$ cat src/rtl/p405s_sportincseq_pkg.sv
// Shared types and constants for the S-port incrementing read sequencer.
// Optional feature macro used by the top: P405S_SPORT_SEQ_PERF_EN.
package p405s_sPortSeq_pkg;

    localparam int GPR_AW = 5;
    localparam int CNT_W  = 6;

    typedef enum logic {
        IDLE = 1'b0,
        RUN  = 1'b1
    } seqState_t;

    // A register count of 0 encodes a full 32-register transfer.
    function automatic logic [0:CNT_W-1] normRegCnt(input logic [0:CNT_W-1] regCnt);
        return (regCnt == '0) ? CNT_W'(32) : regCnt;
    endfunction

endpackage

$ cat src/rtl/p405s_sportincseq_addrcmp.sv
// 5-bit GPR address equality compare, qualified by a valid and an enable.
module p405s_sPortAddrCmp
    import p405s_sPortSeq_pkg::*;
(
    input  logic              enable,
    input  logic [0:GPR_AW-1] addrA,
    input  logic [0:GPR_AW-1] addrB,
    input  logic              addrVld,
    output logic              eq
);

    assign eq = enable & addrVld & (addrA == addrB);

endmodule

$ cat src/rtl/p405s_sportincseq.sv
// S-port read-address sequencer for load/store-multiple and string stores.
// Define P405S_SPORT_SEQ_PERF_EN to add the saturating seqStallCnt output.
module p405s_sportincseq
    import p405s_sPortSeq_pkg::*;
(
    input  logic              CB,
    input  logic              resetN,
    input  logic              dcdStart,
    input  logic [0:GPR_AW-1] dcdSpAddr,
    input  logic [0:CNT_W-1]  dcdRegCnt,
    input  logic              dcdHold,
    input  logic              exeHold,
    input  logic              exeFlush,
    input  logic [0:GPR_AW-1] wbRpAddr,
    input  logic              wbRpVld,
    input  logic [0:GPR_AW-1] lwbLpAddr,
    input  logic              lwbLpVld,
    output logic [0:GPR_AW-1] exeRS,
    output logic [0:2*GPR_AW-1] preExeRS,
    output logic              exeRSEqwbRpAddr,
    output logic              exeRSEqlwbLpAddr,
    output logic              sPortSelInc,
    output logic              seqBusy,
    output logic              seqLast
`ifdef P405S_SPORT_SEQ_PERF_EN
    ,
    output logic [0:15]       seqStallCnt
`endif
);

    seqState_t         stateReg, stateNext;
    logic [0:GPR_AW-1] exeRSReg, exeRSNext;
    logic [0:CNT_W-1]  remCntReg, remCntNext;
    logic [0:CNT_W-1]  startCnt;
    logic              runActive;

    assign startCnt  = normRegCnt(dcdRegCnt);
    assign runActive = (stateReg == RUN);

    always_ff @(posedge CB or negedge resetN) begin
        if (!resetN) begin
            stateReg  <= IDLE;
            exeRSReg  <= '0;
            remCntReg <= '0;
        end else begin
            stateReg  <= stateNext;
            exeRSReg  <= exeRSNext;
            remCntReg <= remCntNext;
        end
    end

    // Flush wins over everything; a single-register op is fully served in decode.
    always_comb begin
        stateNext  = stateReg;
        exeRSNext  = exeRSReg;
        remCntNext = remCntReg;
        if (exeFlush) begin
            stateNext  = IDLE;
            remCntNext = '0;
        end else begin
            case (stateReg)
                IDLE: begin
                    if (dcdStart && !dcdHold && (startCnt > CNT_W'(1))) begin
                        stateNext  = RUN;
                        exeRSNext  = dcdSpAddr + GPR_AW'(1);
                        remCntNext = startCnt - CNT_W'(1);
                    end
                end
                RUN: begin
                    if (!exeHold) begin
                        if (remCntReg == CNT_W'(1)) begin
                            stateNext  = IDLE;
                            remCntNext = '0;
                        end else begin
                            exeRSNext  = exeRSReg + GPR_AW'(1);
                            remCntNext = remCntReg - CNT_W'(1);
                        end
                    end
                end
                default: begin
                    stateNext  = IDLE;
                    remCntNext = '0;
                end
            endcase
        end
    end

    assign exeRS       = exeRSReg;
    assign preExeRS    = {exeRSReg, ~exeRSReg};
    assign sPortSelInc = runActive;
    assign seqBusy     = runActive;
    assign seqLast     = runActive & (remCntReg == CNT_W'(1));

    // Hazard compares against the two write-back ports.
    logic [0:GPR_AW-1] cmpAddr [0:1];
    logic              cmpVld  [0:1];
    logic              cmpEq   [0:1];

    assign cmpAddr[0] = wbRpAddr;
    assign cmpVld[0]  = wbRpVld;
    assign cmpAddr[1] = lwbLpAddr;
    assign cmpVld[1]  = lwbLpVld;

    genvar gi;
    generate
        for (gi = 0; gi < 2; gi++) begin : gCmp
            p405s_sPortAddrCmp uCmp (
                .enable  (runActive),
                .addrA   (exeRSReg),
                .addrB   (cmpAddr[gi]),
                .addrVld (cmpVld[gi]),
                .eq      (cmpEq[gi])
            );
        end
    endgenerate

    assign exeRSEqwbRpAddr  = cmpEq[0];
    assign exeRSEqlwbLpAddr = cmpEq[1];

`ifdef P405S_SPORT_SEQ_PERF_EN
    logic [0:15] stallCntReg;

    always_ff @(posedge CB or negedge resetN) begin
        if (!resetN) begin
            stallCntReg <= '0;
        end else if (runActive && exeHold && (stallCntReg != 16'hFFFF)) begin
            stallCntReg <= stallCntReg + 16'd1;
        end
    end

    assign seqStallCnt = stallCntReg;
`endif

endmodule

$ cat config.mk
export PLATFORM = sky130hd
export DESIGN_NAME = p405s_sportincseq
export DESIGN_NICKNAME = d
export VERILOG_FILES = /design/src/rtl/p405s_sportincseq_pkg.sv /design/src/rtl/p405s_sportincseq_addrcmp.sv /design/src/rtl/p405s_sportincseq.sv
export SDC_FILE = /design/constraint.sdc
export NUM_CORES = 1
export LEC_CHECK = 0
export ABC_AREA = 1
export CORE_ASPECT_RATIO = 0.6
export CORE_UTILIZATION = 44
export DETAILED_ROUTE_END_ITERATION = 8
export PLACE_DENSITY = 0.9
export REMOVE_ABC_BUFFERS = 1
export SYNTH_ARGS = -nofsm -noshare
export SYNTH_HDL_FRONTEND = slang
export SYNTH_SLANG_ARGS = --single-unit
$ cat constraint.sdc
create_clock -name CB -period 3.3 [get_ports CB]
set_clock_uncertainty 0.15 [all_clocks]
set_input_delay 0.495 -clock CB [delete_from_list [all_inputs] [get_ports CB]]
set_output_delay 0.495 -clock CB [all_outputs]
set_load 0.03 [all_outputs]
-- After elaboration in Yosys (flattened, before gate mapping)
Index checks and enable logic that the tools add are counted.
- add/subtract/negate cells: 4
- bitwise operators: 8
- $lt $le $gt $ge: 1
- mux-type cells: 15
- equal/unequal tests: 8
- reduce and logical (&&, ||, !) cells: 6
- operator list (operator ; number):
    two-way mux 6 bit ; 5
    two-way mux 5 bit ; 3
    case mux 6 bit (2 select lines) ; 1
    subtractor 6 x 1 -> 6 bit, second input constant ; 2
    adder 5 x 1 -> 5 bit, second input constant ; 2
    == test 5 bit ; 2
    case mux 5 bit (2 select lines) ; 1
    == test 6 x 1 -> 1 bit, second input constant ; 1
    > comparator 6 x 1 -> 1 bit, second input constant ; 1
    zero test 6 bit ; 1
    inequality test 2 bit, second input constant ; 3
    inequality test 3 bit, second input constant ; 2
    AND 1 bit ; 5
    NOT 5 bit ; 1
    two-way mux 1 bit ; 4
    AND reduction 4 bit ; 1
    logical AND 1 bit ; 2
    NOT 1 bit ; 2
    case mux 1 bit (2 select lines) ; 1
    AND reduction 2 bit ; 1
    zero test 1 bit ; 1
- output and inout bits: 20
- flip-flop bits (word level): 12
- logic and storage cells: 45
- input port bits: 29

-- Longest topological paths before layout
Gate-level depths: netlist (run 1).
- depth in word-level cells: 7
- mapped depth: 11
- gate-level depth less buffers: 11

-- Hierarchy
From an unflattened synthesis (run 1), not the netlist that was laid out.
- cells, all modules: 190
- area total of the unflattened synthesis: 1228.7 um^2
- modules (own cells, without submodules) (module ; seq. area each (um^2) ; cells each ; instances ; area an instance (um^2)):
    p405s_sportincseq ; 300.3 ; 144 ; 1 ; 1031.0
    p405s_sPortAddrCmp ; 0.0 ; 23 ; 2 ; 98.8

-- Worst setup path before layout (run 1)
No wires, ideal clock.
- path kind: register to output
- from: reg exeRSReg (netlist bit exeRS[3])
- to: out exeRSEqlwbLpAddr
- data required time: 2.655 ns
- buffers on the path: 0
- cell stages (with the launch flop): 5
- path slack: 0.648 ns
- arrival time: 2.007 ns
- cell sequence: dfrtp_1 -> inv_1 -> nand2_1 -> nand3_1 -> nor4_1
- word-level cells in the longest chain between the ends: 2
- ends and longest elaborated chain (what ; RTL line ; RTL):
    start: declaration ; p405s_sportincseq.sv:32 ; logic [0:GPR_AW-1] exeRSReg, exeRSNext;
    start signal: assignment ; p405s_sportincseq.sv:47 ; exeRSReg <= exeRSNext;
    == test 5 bit ; p405s_sportincseq_addrcmp.sv:12 ; assign eq = enable & addrVld & (addrA == addrB);
    AND 1 bit ; p405s_sportincseq_addrcmp.sv:12 ;
    end: declaration ; p405s_sportincseq.sv:21 ; output logic exeRSEqlwbLpAddr,
No other way between the ends.

-- Final worst setup path (run 1)
- from: in lwbLpAddr[4] in the netlist's numbering
- to: out exeRSEqlwbLpAddr
- word-level cells in the longest chain between the ends: 2
- ends and longest elaborated chain (what ; RTL line ; RTL):
    start: declaration ; p405s_sportincseq.sv:16 ; input logic [0:GPR_AW-1] lwbLpAddr,
    == test 5 bit ; p405s_sportincseq_addrcmp.sv:12 ;
    AND 1 bit ; p405s_sportincseq_addrcmp.sv:12 ;
No other way between the ends.

==> metrics.yaml, run 1 <==
core_area_sq_um: 2560
cp_top_family: "buffers and inverters"
setup_slack_ps: 543
grt_usage_pct: 24.1
clkPwrFrac_pct: 16.1
finalHoldViolations: 0
grt_overflow_total: 0
start_util_pct: 47.5
rr_worst_depth: 7
cts_max_level: 1
die_x_um: 69.8
drive_gt1_share_pct: 12.8
period_share_pct: 83.6
cp_slowest_cell: "clkdlybuf4s50_1"
synth_enable_flop_cells: 0
rows: 14
power_switching_mw: 0.352
hold_class: "reg -> reg"
syn-mean-instance-area_sq_um: 6.90
worstPathCellList: "clkdlybuf4s50_1, o22ai_1, inv_1, nand3_1, nor4_1, clkdlybuf4s50_1"
dp_slack_ps: 541
cp_max_fo: 2
slowest_delay_ps: 710
syn_inst: 176
cts_buffers: 3
syn-cell-area_sq_um: 1210
status: "completed"
first_pass_iters: 4
cap_violations: 0
seq_area_frac_synth_pct: 24.7
hold_depth: 2
max_slew_margin_pct: 61.7
drcViolationCount: 0
power.static_leakage_nw: 0.792
combPwrFrac_pct: 57.8
die-area_sq_um: 2980
routabilityCongestion: 0.921
cts_tree: "built"
io_pins: 49
antenna_found_initial: 0
vdd_drop_max_mv: 0.346
hpwl_um: 2760
synth.distinct_cells: 30
clkLatencyLatePin_ps: 230
cp_data_arrival_time_ps: 2110
areaGrowthSynthToFinish_pct: 39.5
powerDensity_nw_per_um2: 468
clock_sinks: 12
critical_path.most_common_cell: "clkdlybuf4s50_1"
finalMaxSlewViolations: 0
rsz0062_at_grt: "no"
num_vias: 1313
nets: 254
start_kind: "input pin"
grt_pass1_wl_um: 5540
die_h_um: 42.7
worstPathRequired_ps: 2650
worst_pin_slew_ps: 573
ys.flop_type: "dfrtp_1"
p_sw_share_pct: 44.4
vias_per_cell: 5.25
tns_ps: 0
io_buffer_count: 48
antennaDiodeCount: 0
wl_per_cell_um: 13.4
cts_setup_buffers: 0
postCtsHoldBufs: 0
cts_max_path_buffers: 2
clock-root-buffer: "clkbuf_8"
fmax_mhz: 363
finalSetupViolations: 0
drtAntennaViolNets: 0
ys_ff_latch: 12
cts.clk_slew.worst_paths_ps: 50
wl_um: 3360
cp-end-kind: "output pin"
period_minus_slack_ps: 2760
path_buf_inv: 3
synthArstFlopShare_pct: 100
seqPwrFrac_pct: 26.1
grt_max_degree: 16
crit_type: "in -> out"
cts_resized: 0
cp.depth: 6
yosysWarnings: 0
drt_iter0_markers: 90
p_int_mw: 0.442
grt_pass1_vias: 1164
final timing paths:
path / start / end / slack, ps
min in group asynchronous: resetN / remCntReg[1] / 480
hold / removal: exeRS[0] / exeRS[0] / 380
setup / recovery: lwbLpAddr[4] / exeRSEqlwbLpAddr / 540
hold reg to reg: exeRS[0] / exeRS[0] / 380
setup reg to reg: sPortSelInc / exeRS[0] / 1250
max in group asynchronous: resetN / sPortSelInc / 2140
area by class of cell:
| class | instances | area [sq um] |
|---|---|---|
| Fill cell | 208 | 862 |
| Multi-Input combinational cell | 128 | 732 |
| Timing Repair Buffer | 48 | 480 |
| Sequential cell | 12 | 300 |
| Inverter | 27 | 101 |
| Clock buffer | 3 | 41.3 |
| Tap cell | 32 | 40.0 |
metal layers:
layer  vias to the layer above  GRT usage [%]  wire, um
met3                         0           6.65       274
met4                         0           2.00         0
met2                        61           37.3      1560
li1                        650              -         -
met5                         -              0         0
met1                       602           34.8      1520
Yosys cell counts, types with 2 or more instances:
cell | n | area (sq um)
nand2_1 | 41 | 154
nand4_1 | 4 | 25.0
ha_1 | 5 | 62.6
nand2_2 | 7 | 43.8
dfrtp_1 | 12 | 300
buf_4 | 6 | 45.0
o21ai_1 | 5 | 25.0
inv_1 | 25 | 93.8
o21ai_2 | 8 | 70.1
xnor2_1 | 3 | 26.3
xor2_1 | 4 | 35.0
or2_2 | 2 | 12.5
nor2_1 | 10 | 37.5
inv_2 | 2 | 7.51
o21ai_0 | 6 | 30.0
nor2_2 | 3 | 18.8
nand3_1 | 17 | 85.1
a21oi_1 | 2 | 10.0
o22ai_1 | 3 | 18.8
cell usage in the layout (no fill, tap or decap), types with 5 or more instances in the layout:
master            n
clkdlybuf4s50_1  48
dfrtp_1          12
ha_1              5
inv_1            25
nand2_1          41
nand2_2           7
nand3_1          17
nor2_1           10
o21ai_0           6
o21ai_1           5
o21ai_2           8
cells by family (layout without fill, tap and decap cells):
logic type,count (synthesis),in the layout,share of synthesized area [%]
xor+xnor,7,7,5.05
compound gates,26,26,14.1
simple gates,89,89,35.1
buf+inv,36,78,15.0
fa+ha+maj,5,5,5.15
flops,12,12,24.7
mux,1,1,0.824
power groups by stage:
stage,Combinational (mW),Clock (mW),Sequential [mW]
floorplan,0.201,0,0.275
detailed placement,0.456,0,0.209
global placement,0.447,0,0.208
finish,0.459,0.128,0.208
CTS,0.458,0.131,0.207
global route,0.491,0.142,0.212
registers in the layout, indices dropped and copies added, names as in the netlist:
signal       flops
remCntReg        6
exeRS            5
sPortSelInc      1
worst min-delay path: stages, from the launching register on:
cell,delay (ps)
dfrtp_1,390
nand2_2,70
o21ai_2,40
stage by stage:
step           hold slack, ps  power [mW]  cell area, sq um  util [%]  std cells
5_1_grt                   420       0.845              1700      66.3        250
4_1_cts                   391       0.796              1700      66.3        250
3_5_place_dp              379       0.665              1650      64.7        247
2_1_floorplan            49.4       0.477              1130         -        167
6_report                  382       0.794              1700      66.3        250
3_3_place_gp              365       0.655              1650      64.7        247
No activity file was read; power rests on OpenSTA's default activity.
==> inputs of run 2 (changes only) <==
--- a/config.mk
+++ b/config.mk
@@ -7,9 +7,9 @@
 export LEC_CHECK = 0
 export ABC_AREA = 1
 export CORE_ASPECT_RATIO = 0.6
-export CORE_UTILIZATION = 44
+export CORE_UTILIZATION = 39
 export DETAILED_ROUTE_END_ITERATION = 8
-export PLACE_DENSITY = 0.9
+export PLACE_DENSITY = 0.85
 export REMOVE_ABC_BUFFERS = 1
 export SYNTH_ARGS = -nofsm -noshare
 export SYNTH_HDL_FRONTEND = slang
==> constraint.sdc (replaced) <==
create_clock -name CB -period 2.4 [get_ports CB]
set_clock_uncertainty 0.15 [all_clocks]
set_input_delay 0.36 -clock CB [delete_from_list [all_inputs] [get_ports CB]]
set_output_delay 0.36 -clock CB [all_outputs]
set_load 0.03 [all_outputs]
==> run 2 against run 1 <==
Global-route usage is 3.7 points lower; routed wire length shrank 3.6%; clock-buffer cell count is 1 higher; final cell count rose by 4.8%; sequential power rose by 35%; critical path depth is 1 higher; first-iteration DRC count decreased by 16%; setup slack worse by 340 ps; worst hold slack got worse by 62 ps; non-clock buffer count up 1; utilization shrank 7.1 points.
==> metrics.yaml, run 2 (synthesized netlist as in run 1, its figures left out) <==
p_sw_share_pct: 43.8
grt_pass1_vias: 1044
combPwrFrac_pct: 55.4
cts_buffers: 3
vdd_drop_max_mv: 0.374
finalSetupViolations: 0
cts_max_path_buffers: 2
start_kind: "register"
cts_tree: "built"
grt_usage_pct: 20.4
finalHoldViolations: 0
nFillCells: 260
grt_overflow_total: 0
cp-end-kind: "output pin"
drtAntennaViolNets: 0
clkLatencyLatePin_ps: 250
cts_max_level: 1
drcViolationCount: 0
seqCellArea_sq_um: 300
cp_data_arrival_time_ps: 1680
drive_gt1_share_pct: 14.5
clkPwrFrac_pct: 20.1
first_pass_iters: 4
grt_max_degree: 15
die_h_um: 45.2
period_minus_slack_ps: 2190
clock_sinks: 12
cts.clk_slew.worst_paths_ps: 60
nets: 255
power_switching_mw: 0.502
crit_type: "reg -> out"
drt_iter0_markers: 76
vias_per_cell: 4.68
antennaDiodeCount: 0
start_util_pct: 41.8
wl_um: 3240
largest_reg_flops: 6
largest-register: "remCntReg"
status: "completed"
seqPwrFrac_pct: 24.5
core_area_sq_um: 2910
die-area_sq_um: 3350
multiInputGateArea_sq_um: 732
antenna_found_initial: 0
period_share_pct: 91.4
clock-root-buffer: "clkbuf_8"
num_vias: 1227
die_x_um: 74.1
routabilityCongestion: 0.888
finalMaxSlewViolations: 0
worstPathRequired_ps: 1890
cp_max_fo: 3
io_buffer_count: 48
p_int_mw: 0.644
max_slew_margin_pct: 62.6
areaGrowthSynthToFinish_pct: 41.8
stdcell_area_sq_um: 1720
final_common_cell: "clkdlybuf4s50_1"
rows: 15
wl_per_cell_um: 12.4
layout.cells.non_filler: 262
power.static_leakage_nw: 0.814
io_pins: 49
cap_violations: 0
place_inst: 258
hold_class: "in -> async"
fmax_mhz: 456
placed_area_sq_um: 1670
hpwl_um: 2690
layout_common_cells: "clkdlybuf4s50_1 (45), nand2_1 (41), inv_1 (25)"
worst_pin_slew_ps: 560
grt_pass1_wl_um: 4890
tns_ps: 0
rsz0062_at_grt: "no"
cts_setup_buffers: 0
powerDensity_nw_per_um2: 665
run 2: worst paths after layout:
kind / start / end / slack [ps] / cells after the start
max: remCntReg[4] / seqLast / 210 / 7
max in group asynchronous: resetN / remCntReg[4] / 1410 / 1
min in group CB: exeRS[0] / exeRS[0] / 400 / 2
max reg2reg: sPortSelInc / exeRS[0] / 730 / 7
min: resetN / exeRS[3] / 320 / 1
min reg2reg: exeRS[0] / exeRS[0] / 400 / 2
run 2: what timing repair did:
action,CTS,global route
hold buffers,0,0
gates resized for setup,1,0
setup endpoints to repair,1,0
run 2: power groups by stage:
stage | clock network [mW] | registers (mW) | logic [mW]
CTS | 0.232 | 0.281 | 0.632
floorplan | 0 | 0.378 | 0.277
finish | 0.231 | 0.281 | 0.635
detailed placement | 0 | 0.284 | 0.631
global placement | 0 | 0.284 | 0.626
global route | 0.245 | 0.286 | 0.681
run 2: critical path, stage by stage, from the launching register on:
cell           delay (ps)
dfrtp_1               370
inv_1                  90
ha_1                  140
inv_1                  50
nor2_1                100
nand3_2               120
nor2_4                140
dlygate4sd2_1         420
run 2: per-stage QoR:
step	power [mW]	setup slack, ps	hold slack, ps	utilization, %
6_report	1.15	205	320	59.2
3_3_place_gp	0.910	246	379	57.4
2_1_floorplan	0.655	-366	-85.6	-
4_1_cts	1.15	211	337	59.2
5_1_grt	1.21	104	359	59.2
3_5_place_dp	0.915	210	391	57.4
run 2: area by class of cell:
type	count	share of cell area, %
repair buffers	49	28.0
clock buffers	4	3.20
multi-input cells	128	42.5
inverters	27	5.88
flip-flops and latches	12	17.4
well taps	42	3.05
run 2: metal layers:
metal	GRT usage [%]	up-vias	wire, um	share of wire (%)
li1	-	651	-	-
met1	31.2	539	1700	52
met2	26.0	33	1340	41
met3	6.70	4	167	5.2
met4	6.92	0	35	1.1
met5	0	-	0	0
==> inputs of run 3 (changes only) <==
--- a/config.mk
+++ b/config.mk
@@ -8,6 +8,7 @@
 export ABC_AREA = 1
 export CORE_ASPECT_RATIO = 0.6
 export CORE_UTILIZATION = 39
+export CTS_CLUSTER_SIZE = 14
 export DETAILED_ROUTE_END_ITERATION = 8
 export PLACE_DENSITY = 0.85
 export REMOVE_ABC_BUFFERS = 1
==> results of run 3 <==
Same layout as run 2: the final DEF is identical, and so are final timing and power.
